<file path="src/rtl/sa_mux_sel_sequencer.sv">
// Anti-diagonal position sequencer for an N x N systolic array operand MUX.
// Optional one-hot select output is enabled by defining SA_SEL_ONEHOT_EN.
module sa_mux_sel_sequencer #(
  parameter int N = 3,
  localparam int SW = (N > 2) ? $clog2(N) : 1,
  localparam int CW = $clog2(N * N)
) (
  input  logic          clk,
  input  logic          reset,
  input  logic          start,
  input  logic          step,
  output logic          valid,
  output logic          done,
  output logic [SW-1:0] sel,
  output logic [SW-1:0] col,
`ifdef SA_SEL_ONEHOT_EN
  output logic [N-1:0]  sel_onehot,
`endif
  output logic [CW-1:0] cnt
);

  typedef enum logic [1:0] {IDLE, RUN, DONE} state_t;

  localparam logic [SW-1:0] LAST   = SW'(N - 1);
  localparam logic [SW:0]   LAST_W = (SW + 1)'(N - 1);

  state_t        state, state_n;
  logic [SW-1:0] sel_n, col_n;
  logic [CW-1:0] cnt_n;
  logic [SW:0]   d_next;
  logic          at_last;

  assign at_last = (sel == LAST) && (col == LAST);

  // NOTE: every combinational output gets a default first, so no path
  // through the case leaves a signal unassigned and no latch is inferred.
  always_comb begin
    state_n = state;
    sel_n   = sel;
    col_n   = col;
    cnt_n   = cnt;
    d_next  = {1'b0, sel} + {1'b0, col} + (SW + 1)'(1);
    unique case (state)
      IDLE: begin
        if (start) state_n = RUN;
      end
      RUN: begin
        if (step) begin
          if (at_last) begin
            state_n = DONE;
            sel_n   = '0;
            col_n   = '0;
            cnt_n   = '0;
          end else begin
            cnt_n = cnt + CW'(1);
            if (sel != LAST && col != '0) begin
              sel_n = sel + SW'(1);
              col_n = col - SW'(1);
            end else if (d_next > LAST_W) begin
              // Next diagonal starts on the right edge once it passes the corner.
              sel_n = SW'(d_next - LAST_W);
              col_n = LAST;
            end else begin
              sel_n = '0;
              col_n = SW'(d_next);
            end
          end
        end
      end
      DONE: begin
        state_n = IDLE;
      end
      default: begin
        state_n = IDLE;
        sel_n   = '0;
        col_n   = '0;
        cnt_n   = '0;
      end
    endcase
  end

  // NOTE: sequential state uses non-blocking assignments so all registers
  // update together from the values they held before the edge.
  always_ff @(posedge clk) begin
    if (reset) begin
      state <= IDLE;
      valid <= 1'b0;
      done  <= 1'b0;
      sel   <= '0;
      col   <= '0;
      cnt   <= '0;
    end else begin
      state <= state_n;
      valid <= (state_n == RUN);
      done  <= (state_n == DONE);
      sel   <= sel_n;
      col   <= col_n;
      cnt   <= cnt_n;
    end
  end

`ifdef SA_SEL_ONEHOT_EN
  always_ff @(posedge clk) begin
    if (reset) sel_onehot <= '0;
    else       sel_onehot <= (state_n == RUN) ? (N'(1) << sel_n) : '0;
  end
`endif

endmodule

</file>
<file path="config.mk">
export PLATFORM = sky130hd
export DESIGN_NAME = sa_mux_sel_sequencer
export DESIGN_NICKNAME = d
export VERILOG_FILES = /design/src/rtl/sa_mux_sel_sequencer.sv
export SDC_FILE = /design/constraint.sdc
export NUM_CORES = 1
export LEC_CHECK = 0
export ABC_AREA = 1
export BUFFER_PORTS_ARGS = -buffer_cell sky130_fd_sc_hd__buf_2
export CAP_MARGIN = 15
export CORE_MARGIN = 2
export CORE_UTILIZATION = 48
export CTS_CLUSTER_SIZE = 25
export DETAILED_ROUTE_END_ITERATION = 6
export PLACE_DENSITY = 0.73
export SYNTH_ARGS = -nofsm -noshare
export SYNTH_HDL_FRONTEND = slang
export SYNTH_SLANG_ARGS = --single-unit
</file>
<file path="constraint.sdc">
create_clock -name clk -period 2.15 [get_ports clk]
set_input_delay 0.43 -clock clk [delete_from_list [all_inputs] [get_ports clk]]
set_output_delay 0.43 -clock clk [all_outputs]
set_load 0.01 [all_outputs]
</file>
==> flow_metrics.tcl <==
set metrics [dict create \
    drive_gt1_frac 0.274 \
    fmax_mhz 600 \
    regToRegEndpoint "col[0]" \
    netlist_instances 91 \
    core_area_mm2 0.00132 \
    synth_most_common_cell "nand2_1" \
    cp_data_arrival_time_ns 1.87 \
    fin_ws_ns 0.483 \
    setup_viol 0 \
    tns_ns 0 \
    grt_pass1_vias 519 \
    p_leak_nw 0.376 \
    layout.cells.non_filler 121 \
    dr.pass1.iters 3 \
    finalClockSkew_ns 0.00415 \
    required_ns 2.35 \
    gp_congestion 0.841 \
    dp_slack_ns 0.504 \
    status "finished clean" \
    hold_path_class "input port to register" \
    fin_area_um2 795 \
    grt_overflow 0 \
    detail-route-antenna-nets 0 \
    rr_startpoint "sel[0]" \
    synth_common_cells "nand2_1, dfxtp_1, inv_1, ha_1" \
    startpoint "sel[0]" \
    yosysWarnings 0 \
    cts_setup_buffers 0 \
    regArea_um2 240 \
    clk_latency_ns 0.27 \
    end_kind "register" \
    avgSynthCellArea_um2 7.62 \
    period_share 0.775 \
    port_buffers 13 \
    synth_cell_type_count 20 \
    power_density_mw_per_mm2 619 \
    syn2layout_area_growth_pct 14.6 \
    whs_path_depth 2 \
    ys_ff_latch 12 \
    hold_ws_ns 0.459 \
    tightestPinTransition_ns 0.400 \
    ir_drop_mv 0.380 \
    cp_max_fo 4 \
    dp_hpwl_um 954 \
    antennaDiodeCount 0 \
    place_area_um2 772 \
    track_usage 0.167 \
    synth.largest_area_cell "dfxtp_1" \
    syn_area_um2 693 \
    slew_violations 0 \
    synth.area.top_cells "dfxtp_1, nand2_1, ha_1" \
    clk_path_buf_depth 2 \
    drc 0 \
    maxCapViolations 0 \
    critical_path_class "register to register" \
    hold_viol_final 0 \
    wl_per_cell_um 10.5 \
    fp.dieH_um 42 \
    dieArea_mm2 0.00176 \
    grt_pass1_wl_mm 2.21 \
    initial_core_util 0.526 \
    ys_async_sr_fraction 0 \
    synth_edf_count 0 \
    wl_mm 1.27 \
    grt_start_max_net_pins 10 \
    ys_seq_area_frac 0.347 \
    rsz0062_at_grt "false" \
    whs_endpoint "sel[0]" \
    viasPerCell 4.90 \
    cts_resized 0 \
    ctsRootBufferMaster "clkbuf_4" \
    worstRegToRegCells 9 \
    cp-start-kind "register" \
    post-route-min-period_ns 1.67 \
    numCtsBuffers 3 \
    antenna_found_initial 0 \
    htreeDepth 1 \
    reg2reg_slack_ns 0.48 \
    multi_input_area_um2 388 \
    die_width_um 42 \
    hp-start "reset" \
    clkSinkCount 12 \
    clkTransAtPathRegs_ns 0.07 \
    relSlewSlack 0.733 \
    nets 118 \
    hold_buffers 0 \
    rows 13 \
    initialDrtViolationCount 14 \
    synthFlopType "dfxtp_1" \
    cts_tree "done" \
    ios 14 \
    syn_nets 101 \
    fill_cells 133 \
    dp_cells 118 \
    vias 593 \
    synth_top_cell_area_share 0.347 \
]
[routing by layer]
metal	wire length [um]	up-vias	GRT usage	share of wire
met5	0	-	0	0
li1	-	322	-	-
met2	548	13	0.244	0.43
met1	650	256	0.221	0.51
met4	12	0	0.0774	0.0095
met3	55	2	0.0560	0.043
[final cells by class]
| cell class | count | area share |
|---|---|---|
| timing repair buffer | 13 | 0.0819 |
| multi-input combinational | 62 | 0.488 |
| inverter | 16 | 0.0756 |
| sequential | 12 | 0.302 |
| clock buffer | 3 | 0.0283 |
| tap | 15 | 0.0236 |
[report_power, final]
part,internal (W),switching (W),total [W]
clock network,0.0000647,0.0000710,0.000136
registers,0.000232,0.0000105,0.000242
logic,0.0000429,0.0000711,0.000114
total,0.000339,0.000153,0.000492
[cells by family after synthesis]
family	Yosys count	share of synthesized area
buffers and inverters	17	0.0938
DFF	12	0.347
adders and majority gates	6	0.119
AOI/OAI and AO/OA	13	0.123
and+or+nand+nor	43	0.318
[how the worst max path moves through the flow]
stage,to,slack [ns],depth (start not counted)
final,col[0],0.48,9
after global routing,col[0],0.32,9
after CTS,col[0],0.48,9
after detailed placement,col[0],0.50,9
after global placement,col[0],0.55,9
after floorplan,col[0],0.54,9
[sequential cells by signal, indices dropped and copies added (netlist names)]
name / flops
cnt: 4
col: 2
done: 1
sel: 2
state: 2
valid: 1
[worst max-delay path: stages (launching register included)]
cell and delay (ns):
dfxtp_1 0.38, inv_1 0.08, ha_1 0.19, inv_1 0.06, fa_1 0.44, nor2_1 0.15, nand3_1 0.09, nand2_1 0.07
nand2_1 0.05, a21oi_1 0.11
[per-stage QoR]
step,total power (W),util
2_1_floorplan,0.000333,-
3_3_place_gp,0.000357,0.586
3_5_place_dp,0.000360,0.586
4_1_cts,0.000498,0.603
5_1_grt,0.000528,0.603
6_report,0.000492,0.603
[cells in the final DEF, fill, tap and decap left out, types with 2 or more instances in the layout]
cell type   n
nand3_1     4
nand3_2     3
inv_1      12
clkbuf_4    3
dfxtp_1    12
a21oi_1     4
o21ai_0     2
a21oi_2     3
a211oi_1    2
ha_1        5
buf_2      13
nand2_1    27
nor2_1      4
inv_2       4
nor3_1      2
Note: power is estimated with default switching activity, not from simulation.
